===== config.mk =====
export PLATFORM = sky130hd
export DESIGN_NAME = cdb_arbiter
export DESIGN_NICKNAME = d
export VERILOG_FILES = /design/src/rtl/tomasulo_pkg.sv /design/src/rtl/rr_picker.sv /design/src/rtl/cdb_arbiter.sv
export SDC_FILE = /design/constraint.sdc
export NUM_CORES = 1
export LEC_CHECK = 0
export CAP_MARGIN = 20
export CORE_UTILIZATION = 33
export DETAILED_ROUTE_END_ITERATION = 8
export PLACE_DENSITY = 0.81
export SLEW_MARGIN = 20
export SYNTH_ARGS = -nofsm -noshare
export SYNTH_HDL_FRONTEND = slang
export SYNTH_HIERARCHICAL = 1
export SYNTH_SLANG_ARGS = --single-unit
export TNS_END_PERCENT = 100

===== constraint.sdc =====
create_clock -name clk -period 3.3 [get_ports clk]
set_input_delay 0.33 -clock clk [delete_from_list [all_inputs] [get_ports clk]]
set_output_delay 0.33 -clock clk [all_outputs]
set_load 0.01 [all_outputs]

===== src/rtl/tomasulo_pkg.sv =====
// Shared constants and types for the Tomasulo back end: unit numbering on the
// Common Data Bus, the "no producer" label and default bus widths.
package tomasulo_pkg;

  localparam int N_REQ   = 4;
  localparam int DATA_W  = 32;
  localparam int LABEL_W = 4;
  localparam int IDX_W   = $clog2(N_REQ);

  // Label value that no reservation station ever waits on.
  localparam int LABEL_NONE = 0;

  // Requester numbering: bit i of the request vector belongs to unit i.
  typedef enum logic [IDX_W-1:0] {
    UNIT_ALU = 2'd0,
    UNIT_MUL = 2'd1,
    UNIT_DIV = 2'd2,
    UNIT_MEM = 2'd3
  } unit_e;

  // Round-robin successor of a granted index, wrapping back to unit 0.
  function automatic logic [IDX_W-1:0] nextPtr(input logic [IDX_W-1:0] idx);
    logic [IDX_W-1:0] result;
    if (idx == IDX_W'(N_REQ - 1)) result = '0;
    else                          result = idx + 1'b1;
    return result;
  endfunction

endpackage


===== src/rtl/rr_picker.sv =====
// Combinational round-robin picker. The request vector is rotated so the
// current priority holder sits at bit 0, the lowest set bit is found, and the
// winning offset is rotated back into an absolute index and one-hot grant.
module rr_picker #(
  parameter int N     = 4,
  parameter int IDX_W = (N > 1) ? $clog2(N) : 1
) (
  input  logic [N-1:0]     i_req,
  input  logic [IDX_W-1:0] i_ptr,
  output logic [N-1:0]     o_gnt,
  output logic [IDX_W-1:0] o_idx,
  output logic             o_valid
);

  logic [2*N-1:0]   w_doubled;
  logic [N-1:0]     w_rot;
  logic [IDX_W-1:0] w_offset;
  logic             w_found;
  logic [IDX_W:0]   w_sum;

  // Rotating a doubled copy right by the pointer puts request[ptr] at bit 0.
  assign w_doubled = {i_req, i_req} >> i_ptr;
  assign w_rot     = w_doubled[N-1:0];

  // Lowest set bit of the rotated vector is the nearest requester after ptr.
  always_comb begin
    w_offset = '0;
    w_found  = 1'b0;
    for (int i = N - 1; i >= 0; i--) begin
      if (w_rot[i]) begin
        w_offset = IDX_W'(i);
        w_found  = 1'b1;
      end
    end
  end

  // Undo the rotation: offset + ptr, wrapped modulo N, then decode to one-hot.
  always_comb begin
    w_sum = {1'b0, w_offset} + {1'b0, i_ptr};
    if (w_sum >= (IDX_W + 1)'(N)) o_idx = IDX_W'(w_sum - (IDX_W + 1)'(N));
    else                          o_idx = w_sum[IDX_W-1:0];
    o_valid = w_found;
    if (w_found) o_gnt = {{(N - 1){1'b0}}, 1'b1} << o_idx;
    else         o_gnt = '0;
  end

endmodule


===== src/rtl/cdb_arbiter.sv =====
// Registered round-robin arbiter for the Common Data Bus. Picks one of the
// ALU/MUL/DIV/MEM completions each cycle, acknowledges it combinationally on
// accept, and broadcasts its label and data for exactly one cycle afterwards.
module cdb_arbiter #(
  parameter int DATA_W  = tomasulo_pkg::DATA_W,
  parameter int LABEL_W = tomasulo_pkg::LABEL_W
) (
  input  logic               clk,
  input  logic               RST,
  input  logic [3:0]         require,
  input  logic [DATA_W-1:0]  data0,
  input  logic [DATA_W-1:0]  data1,
  input  logic [DATA_W-1:0]  data2,
  input  logic [DATA_W-1:0]  data3,
  input  logic [LABEL_W-1:0] label0,
  input  logic [LABEL_W-1:0] label1,
  input  logic [LABEL_W-1:0] label2,
  input  logic [LABEL_W-1:0] label3,
  output logic [3:0]         accept,
  output logic               BCEN,
  output logic [LABEL_W-1:0] BClabel,
  output logic [DATA_W-1:0]  BCdata
);

  import tomasulo_pkg::*;

  logic [IDX_W-1:0]   r_rrPtr;
  logic               r_bcen;
  logic [LABEL_W-1:0] r_bcLabel;
  logic [DATA_W-1:0]  r_bcData;

  logic [N_REQ-1:0]   w_gnt;
  logic [IDX_W-1:0]   w_idx;
  logic               w_valid;
  logic [DATA_W-1:0]  w_data;
  logic [LABEL_W-1:0] w_label;

  rr_picker #(
    .N     (N_REQ),
    .IDX_W (IDX_W)
  ) u_picker (
    .i_req   (require),
    .i_ptr   (r_rrPtr),
    .o_gnt   (w_gnt),
    .o_idx   (w_idx),
    .o_valid (w_valid)
  );

  // While reset is held no unit may believe it was accepted.
  assign accept = RST ? '0 : w_gnt;

  // Route the winning unit's label and data towards the broadcast registers.
  always_comb begin
    w_data  = '0;
    w_label = '0;
    case (unit_e'(w_idx))
      UNIT_ALU: begin w_data = data0; w_label = label0; end
      UNIT_MUL: begin w_data = data1; w_label = label1; end
      UNIT_DIV: begin w_data = data2; w_label = label2; end
      UNIT_MEM: begin w_data = data3; w_label = label3; end
      default:  begin w_data = '0;    w_label = '0;     end
    endcase
  end

  // Pointer and broadcast registers; an idle edge clears the label so a stale
  // tag can never wake a station, but data is left alone to save toggling.
  always_ff @(posedge clk or posedge RST) begin
    if (RST) begin
      r_rrPtr   <= '0;
      r_bcen    <= 1'b0;
      r_bcLabel <= '0;
      r_bcData  <= '0;
    end else if (w_valid) begin
      r_rrPtr   <= nextPtr(w_idx);
      r_bcen    <= 1'b1;
      r_bcLabel <= w_label;
      r_bcData  <= w_data;
    end else begin
      r_bcen    <= 1'b0;
      r_bcLabel <= '0;
    end
  end

  assign BCEN    = r_bcen;
  assign BClabel = r_bcLabel;
  assign BCdata  = r_bcData;

  // The grant is at most one unit and only ever a unit that is requesting.
  assert property (@(posedge clk) disable iff (RST)
    $onehot0(accept) && ((accept & ~require) == '0));

  // A label-0 result is legal but its broadcast will wake nobody.
  assert property (@(posedge clk) disable iff (RST)
    (|accept) |-> (w_label != LABEL_W'(LABEL_NONE)))
    else $warning("cdb_arbiter: unit granted with label 0, broadcast matches no station");

endmodule


==> Word-level counts from Yosys, hierarchy flattened <==
Cells that the tools add are included.
{ "totals": {"word_cells": 30, "regBits": 39, "inputBits": 150} }
{ "classes": {"n_reduce_logical": 1, "shift": 2, "n_eq_ne": 3, "magnitude_cmp": 1, "add_sub_neg": 3, "n_mux": 16} }
{ "ops": {"columns": ["operator", "n"], "rows": [
  ["32-bit one-hot mux with 4 select lines", 1],
  ["4-bit one-hot mux with 4 select lines", 1],
  ["2-bit two-way mux", 6],
  ["4-bit two-way mux", 3],
  ["8-bit by 2-bit >> shifter with 4-bit output", 1],
  ["1-bit two-way mux", 5],
  ["2-bit equality test (second input constant)", 2],
  ["1-bit by 2-bit << shifter with 4-bit output (first input constant)", 1],
  ["2-bit by 2-bit adder with 3-bit output", 1],
  ["3-bit greater-or-equal comparator (second input constant)", 1],
  ["2-bit by 1-bit adder with 2-bit output (second input constant)", 1],
  ["2-bit by 1-bit equality test with 1-bit output (second input constant)", 1],
  ["2-bit zero test", 1],
  ["2-bit by 1-bit subtractor with 2-bit output (second input constant)", 1]
]} }

==> Logic depth before layout (Yosys ltp) <==
Gate-level depths: netlist (run 1).
{ "logic_depth": {"word_depth": 11, "depth_mapped": 13} }

==> Hierarchy <==
The synthesis (run 1) kept the hierarchy.
{ "by_module_without_submodules": {"columns": ["mod", "cells_each", "seq_area_each_um2", "instances", "area_each_um2"], "rows": [
  ["cdb_arbiter", 219, 975.9, 1, 2072.0],
  ["rr_picker", 38, 0.0, 1, 270.3]
]} }

==> Worst setup path after synthesis (run 1) <==
Ideal clock, no wire load.
{ "synth_path": {"path_kind": "register -> register", "start": "register r_rrPtr[0]", "end": "register r_bcData[10], in the netlist BCdata[10]", "slack_ns": 0.767, "t_arrival_ns": 2.403, "n_path_buf": 3, "stages_incl_launch_ff": 14, "synth_period_minus_slack_ns": 2.533, "t_required_ns": 3.170, "setup_ns": 0.130, "path_cell_list": "dfrtp_1 -> buf_6 -> nor2b_1 -> a221oi_1 -> o21ai_0 -> ha_1 -> xnor2_1 -> xnor2_1 -> inv_1 -> ha_1 -> buf_2 -> buf_2 -> a22oi_1 -> a31oi_1"} }
{ "synth_via": {"elab_chain_len": 10, "elab_cells_between_ends": 18} }
{ "synth_rtl": {"columns": ["item", "line", "rtl"], "rows": [
  ["start: declaration", "cdb_arbiter.sv:27", "logic [IDX_W-1:0] r_rrPtr;"],
  ["start signal: assignment", "cdb_arbiter.sv:74", "r_rrPtr <= nextPtr(w_idx);"],
  ["8-bit by 2-bit >> shifter with 4-bit output", "rr_picker.sv:22", "assign w_doubled = {i_req, i_req} >> i_ptr;"],
  ["2-bit two-way mux (4 in a row)", "rr_picker.sv:30", "if (w_rot[i]) begin"],
  ["2-bit by 2-bit adder with 3-bit output *", "rr_picker.sv:39", "w_sum = {1'b0, w_offset} + {1'b0, i_ptr};"],
  ["3-bit greater-or-equal comparator or 2-bit by 1-bit subtractor with 2-bit output (tied branches)", "rr_picker.sv:40", "if (w_sum >= (IDX_W + 1)'(N)) o_idx = IDX_W'(w_sum - (IDX_W + 1)'(N));"],
  ["2-bit two-way mux *", "rr_picker.sv:40", null],
  ["net w_idx[1]", "cdb_arbiter.sv:33", "logic [IDX_W-1:0] w_idx;"],
  ["2-bit equality test (tied with other cells)", "cdb_arbiter.sv:56", "case (unit_e'(w_idx))"],
  ["32-bit one-hot mux with 4 select lines *", "cdb_arbiter.sv:56", null],
  ["end signal: assignment", "cdb_arbiter.sv:77", "r_bcData <= w_data;"],
  ["end: declaration", "cdb_arbiter.sv:30", "logic [DATA_W-1:0] r_bcData;"]
]} }
Mark *: on every way through the listed nets, which the timed path passes. The rest lies on a longest branch.
A chain may end at the register's enable or synchronous reset.

==> Worst setup path in the final report (run 1) <==
{ "layout_path": {"start": "register r_rrPtr[0]", "end": "output port accept[3]"} }
{ "layout_via": {"elab_chain_len": 11, "elab_cells_between_ends": 16} }
{ "layout_rtl": {"columns": ["item", "line", "rtl"], "rows": [
  ["8-bit by 2-bit >> shifter with 4-bit output", "rr_picker.sv:22", null],
  ["2-bit two-way mux (4 in a row)", "rr_picker.sv:30", null],
  ["2-bit by 2-bit adder with 3-bit output *", "rr_picker.sv:39", null],
  ["3-bit greater-or-equal comparator or 2-bit by 1-bit subtractor with 2-bit output (tied branches)", "rr_picker.sv:40", null],
  ["2-bit two-way mux *", "rr_picker.sv:40", null],
  ["net w_idx[0]", "cdb_arbiter.sv:33", null],
  ["1-bit by 2-bit << shifter with 4-bit output *", "rr_picker.sv:43", "if (w_found) o_gnt = {{(N - 1){1'b0}}, 1'b1} << o_idx;"],
  ["4-bit two-way mux *", "rr_picker.sv:43", null],
  ["net w_gnt[3]", "cdb_arbiter.sv:32", "logic [N_REQ-1:0] w_gnt;"],
  ["4-bit two-way mux *", "cdb_arbiter.sv:50", "assign accept = RST ? '0 : w_gnt;"],
  ["end: declaration", "cdb_arbiter.sv:19", "output logic [3:0] accept,"]
]} }
Marks and branches as above.

==> results of run 1 <==
flip-flops by register name, indices dropped and copies added, names as in the netlist:
signal / cells
r_rrPtr: 2
BCdata: 32
BCEN: 1
BClabel: 4
layer usage:
metal	track usage (%)	wire length [µm]	share of wire (%)	vias up
li1	-	-	-	1372
met1	28.9	3530	38	1333
met2	44.1	4750	51	175
met3	6.19	918	9.8	12
met4	7.73	138	1.5	0
met5	0	0	0	-
cell type report:
type                            instances  area share, %
Timing Repair Buffer                  208           45.9
Inverter                                7          0.575
Clock inverter                          2          0.766
Tap cell                               96           2.63
Multi-Input combinational cell        187           26.9
Clock buffer                            6           1.81
Sequential cell                        39           21.4
timing repair:
action | CTS | global route
endpoints found under the setup margin | 0 | 8
resized for setup | 0 | 11
setup buffers | 0 | 5
power groups by stage:
stage                     Clock [µW]  Combinational (µW)  Sequential, µW
after floorplan                    0                2140            1030
after global placement             0                3570             937
after detailed placement           0                3690             955
after CTS                        424                3700             945
after global routing             447                4120             968
final                            422                3750             944
through the flow:
stage / instance area (µm²) / utilization [%] / hold WS, ns / worst slack [ns]
2_1_floorplan: 2340 / - / 0.481 / 0.767
3_5_place_dp: 4370 / 64.0 / 0.577 / 0.00148
4_1_cts: 4490 / 65.8 / 0.511 / 0.0201
6_report: 4570 / 66.9 / 0.505 / 0.237
5_1_grt: 4570 / 66.9 / 0.574 / 0.0382
3_3_place_gp: 4370 / 64.0 / 0.557 / 0.174
cell families (layout without fill, tap and decap cells):
kind of cell    count (synthesis)  count (layout)  share of synthesized area (%)
compound gates                117             117                           34.2
xor+xnor                        3               3                           1.12
fa+ha+maj                       5               5                           2.67
buf+inv                        31             223                           7.00
flops                          39              39                           41.7
mux                             7               7                           3.10
simple gates                   55              55                           10.3
cells in the mapped netlist, drive strengths merged, types with 2 or more instances:
cell type | n | area share, %
nor2b | 6 | 1.6
a21oi | 5 | 1.1
nor4 | 2 | 0.53
a31oi | 32 | 8.5
ha | 5 | 2.7
dfrtp | 39 | 42
a22oi | 32 | 10
xnor2 | 2 | 0.75
buf | 24 | 5.9
mux2 | 2 | 0.96
o22ai | 32 | 9.1
a222oi | 4 | 1.7
nor2 | 5 | 0.80
nand2 | 37 | 5.9
inv | 7 | 1.1
mux2i | 5 | 2.1
nand2b | 2 | 0.53
o21ai | 6 | 1.3
worst max path at each step:
stage,from,to,slack [ns],depth (start not counted)
global placement,require[2],accept[3],0.17,10
detailed placement,require[2],BCdata[13],0.001,13
CTS,require[2],accept[3],0.02,11
floorplan,r_rrPtr[0],BCdata[10],0.77,13
global route,r_rrPtr[1],accept[1],0.04,9
finish,r_rrPtr[0],accept[3],0.24,9
worst max-delay path, stage by stage, from the launching register on:
cell and delay, ns:
dfrtp_2 0.46, nor2b_1 0.16, a221oi_1 0.24, o21ai_0 0.13, ha_2 0.37, nor2b_1 0.16
nand2_1 0.08, mux2i_1 0.15, nor2b_1 0.14, clkdlybuf4s50_1 0.54
==> flow_metrics.tcl, run 1 <==
set metrics [dict create \
    die_area_um2 7440 \
    wl_um 9330 \
    cellPowerDensity_nw_per_um2 1120 \
    swShare_pct 43.9 \
    wl_per_cell_um 17.1 \
    p_clk_share_pct 8.3 \
    grt_pass1_wl_um 14300 \
    die_h_um 86.2 \
    path_clk_slew_ns 0.08 \
    clkSinkCount 39 \
    die_x_um 86.2 \
    numPortBuffers 190 \
    rows 30 \
    start_kind "register" \
    holdBufCountCts 0 \
    ys_seq_area_share_pct 41.7 \
    final_common_cell "clkdlybuf4s50_1" \
    initial_utilization_pct 34.3 \
    cp.required_ns 2.97 \
    drv_slew 0 \
    cp-end-kind "output pin" \
    synth.net_count 412 \
    synth.avg_cell_area_um2 9.11 \
    numCtsBuffers 5 \
    period_share_pct 92.8 \
    grtUsageTotal_pct 24.6 \
    reg2reg_from "r_rrPtr[0]" \
    clockBufferDepth 2 \
    r2r_cells 11 \
    total_power_uw 5120 \
    final_cell_mix "185 x clkdlybuf4s50_1, 38 x dfrtp_1, 37 x nand2_1" \
    p_leak_uw 0.00181 \
    vias 2892 \
    io_pins 191 \
    reg2reg_setup_slack_ns 0.53 \
    drive_above_1_share_pct 7.57 \
    period_minus_slack_ns 3.06 \
    run_status "finished clean" \
    multi_input_area_um2 1230 \
    synthCells 257 \
    drt_iter0_drc 109 \
    p_int_uw 2870 \
    critPathKind "register to output pin" \
    syn_area_um2 2340 \
    antenna_found_initial 0 \
    place.gp.congestion 0.878 \
    area_growth_pct 95.1 \
    nNetsFinal 603 \
    maxCapViolCount 0 \
    place_inst 532 \
    clk_latency_ns 0.29 \
    cts-root-buf "clkbuf_8" \
    drc 0 \
    max_freq_ghz 0.326 \
    ys.flop_type "dfrtp_1" \
    ir_drop_uv 654 \
    grt-ovfl-total 0 \
    first_global_vias 2962 \
    pwr-share-seq_pct 18.5 \
    synth.distinct_cells 32 \
    r2r-end "BCdata[19]" \
    regArea_um2 977 \
    cts_tree "done" \
    hold_path_class "primary input to async pin" \
    diodes 0 \
    final_cell_count_no_fill 545 \
    combPwrFrac_pct 73.3 \
    n_fill_cell 583 \
    grt_max_degree 32 \
    switching_power_uw 2250 \
    ant_nets 0 \
    tightestPinTransition_ns 0.750 \
    synth-edff-count 0 \
    tns_ns 0 \
    async_reset_ff_share_pct 100 \
    htree_levels 2 \
    vias_per_cell 5.31 \
    first_pass_iters 7 \
    synth_warnings 6 \
    finalSetupViolCount 0 \
    crit_arrival_ns 2.73 \
    hpwl_um 6980 \
    max-slew-margin-rel_pct 49.7 \
    yosys_register_bits 39 \
    cp_max_fo 7 \
    coreArea_um2 6830 \
    clock_skew_ns 0.00651 \
    hold_violations 0 \
    rsz0062_at_grt "no" \
]
Power figures use the tool's default switching activity.
==> run 2: changes to the inputs <==
- ABC_CLOCK_PERIOD_IN_PS: not set -> 3300
- CORE_UTILIZATION: 33 -> 34
- CTS_BUF_LIST: not set -> sky130_fd_sc_hd__clkbuf_8
- PLACE_DENSITY: 0.81 -> 0.83
- SKIP_CTS_REPAIR_TIMING: not set -> 1
==> run 2 against run 1 <==
  * Sequential power down 0.7%
  * Largest cell class unchanged
  * Die area down 2.9%
  * Power down 5.7%
  * Final cell count down 4.4%
==> flow_metrics.tcl, run 2 (same netlist as run 1, synthesis figures left out) <==
set metrics [dict create \
    place_inst 513 \
    run_status "finished clean" \
    antenna_found_initial 0 \
    grt_max_degree 25 \
    drc 0 \
    clock_skew_ns 0.00784 \
    hold_violations 0 \
    finalSetupViolCount 0 \
    die_h_um 85 \
    fin_util_pct 68.1 \
    cp-end-kind "output pin" \
    vias_per_cell 5.57 \
    period_share_pct 96.2 \
    drv_slew 0 \
    crit_chain "clkdlybuf4s50_1, inv_1, nor3_1, a311oi_1, o21ai_1, ha_2, nor2_1, nand2_1, mux2i_1, nor2b_1, clkdlybuf4s50_1" \
    die_x_um 85 \
    p_leak_uw 0.00174 \
    critPathMostFrequentCell "clkdlybuf4s50_1" \
    tightestPinTransition_ns 0.633 \
    initial_utilization_pct 36.1 \
    clkSinkCount 39 \
    grt-ovfl-total 0 \
    final_cell_mix "186 x clkdlybuf4s50_1, 39 x dfrtp_1, 37 x nand2_1" \
    max-slew-margin-rel_pct 57.7 \
    drt_iter0_drc 143 \
    place.gp.congestion 0.832 \
    grt_pass1_wl_um 14000 \
    area_growth_pct 88.9 \
    hold_path_class "primary input to async pin" \
    grtUsageTotal_pct 24.4 \
    r2r_cells 11 \
    hpwl_um 6800 \
    first_pass_iters 4 \
    clockBufferDepth 2 \
    die_area_um2 7230 \
    start_kind "primary input" \
    rsz0062_at_grt "no" \
    final_common_cell "clkdlybuf4s50_1" \
    cp.required_ns 2.97 \
    place_area_um2 4300 \
    largest_register_ffs 32 \
    top_layer "met4" \
    met2WireLength_um 4600 \
    cts-root-buf "clkbuf_8" \
    design_area_um2 4420 \
    max_freq_ghz 0.315 \
    slowest_delay_ns 0.55 \
    nNetsFinal 598 \
    clk_latency_ns 0.29 \
    io_pins 191 \
    wl_per_cell_um 17.0 \
    crit_arrival_ns 2.84 \
    htree_levels 2 \
    vias 2902 \
    met1_length_um 3360 \
    slowest_stage "clkdlybuf4s50_1" \
    path_clk_slew_ns 0.08 \
    maxCapViolCount 0 \
    numPortBuffers 190 \
    wl_um 8870 \
    cellPowerDensity_nw_per_um2 1090 \
    cts_tree "done" \
    cp_max_fo 5 \
    final_cell_count_no_fill 521 \
    drive_above_1_share_pct 5.86 \
    coreArea_um2 6490 \
    dr_wl_met3_um 770 \
    critPathKind "primary input to output pin" \
    ant_nets 0 \
    first_global_vias 2948 \
    period_minus_slack_ns 3.17 \
    rows 29 \
    diodes 0 \
    ir_drop_uv 810 \
    numCtsBuffers 5 \
]
## run 2: stage by stage
| stage | hold WS, ns | TNS (ns) | total power [µW] | worst slack, ns |
|---|---|---|---|---|
| 6_report | 0.473 | 0 | 4830 | 0.127 |
| 5_1_grt | 0.542 | 0 | 5240 | 0.0155 |
| 4_1_cts | 0.480 | -0.0337 | 4840 | -0.0260 |
| 3_5_place_dp | 0.569 | -0.0301 | 4470 | -0.0133 |
| 3_3_place_gp | 0.551 | 0 | 4370 | 0.103 |
| 2_1_floorplan | 0.481 | 0 | 3170 | 0.767 |
## run 2: per-layer routing
layer,vias to the layer above,global-route usage (%)
met5,-,0
met3,14,5.45
met4,0,8.17
li1,1371,-
met1,1365,26.7
met2,152,46.3
## run 2: path summary, 6_finish.rpt
check                      startpoint         end  slack (ns)
setup / recovery           require[3]   accept[0]        0.13
hold / removal                    RST  r_rrPtr[0]        0.47
setup reg to reg           r_rrPtr[0]  BCdata[11]        0.48
hold reg to reg            BCdata[10]  BCdata[10]        0.58
max in group asynchronous         RST  BCdata[27]        2.15
min in group clk           BCdata[10]  BCdata[10]        0.58
## run 2: layout make-up
type / instances / area [µm²]
multi-input cells: 187 / 1210
clock buffers: 7 / 96.3
repair buffers: 203 / 2010
well taps: 77 / 96.3
inverters: 7 / 26.3
flip-flops and latches: 39 / 976
fillers: 525 / 2070
clock inverters: 1 / 7.51
## run 2: report_power, final
group	switching (µW)	total (µW)	leakage, µW	internal, µW
Sequential	150	937	0.000463	787
Clock	173	363	0.0000505	190
Combinational	1840	3530	0.00123	1690
Total	2160	4830	0.00174	2660
## run 2: critical path, delay by kind of cell
kind                     cells  cell delay, ns
AND/OR/NAND/NOR              4            0.61
adder cells (fa/ha/maj)      1            0.31
AO/OA/AOI/OAI                2            0.26
multiplexers                 1            0.16
buffers and inverters        3            1.18
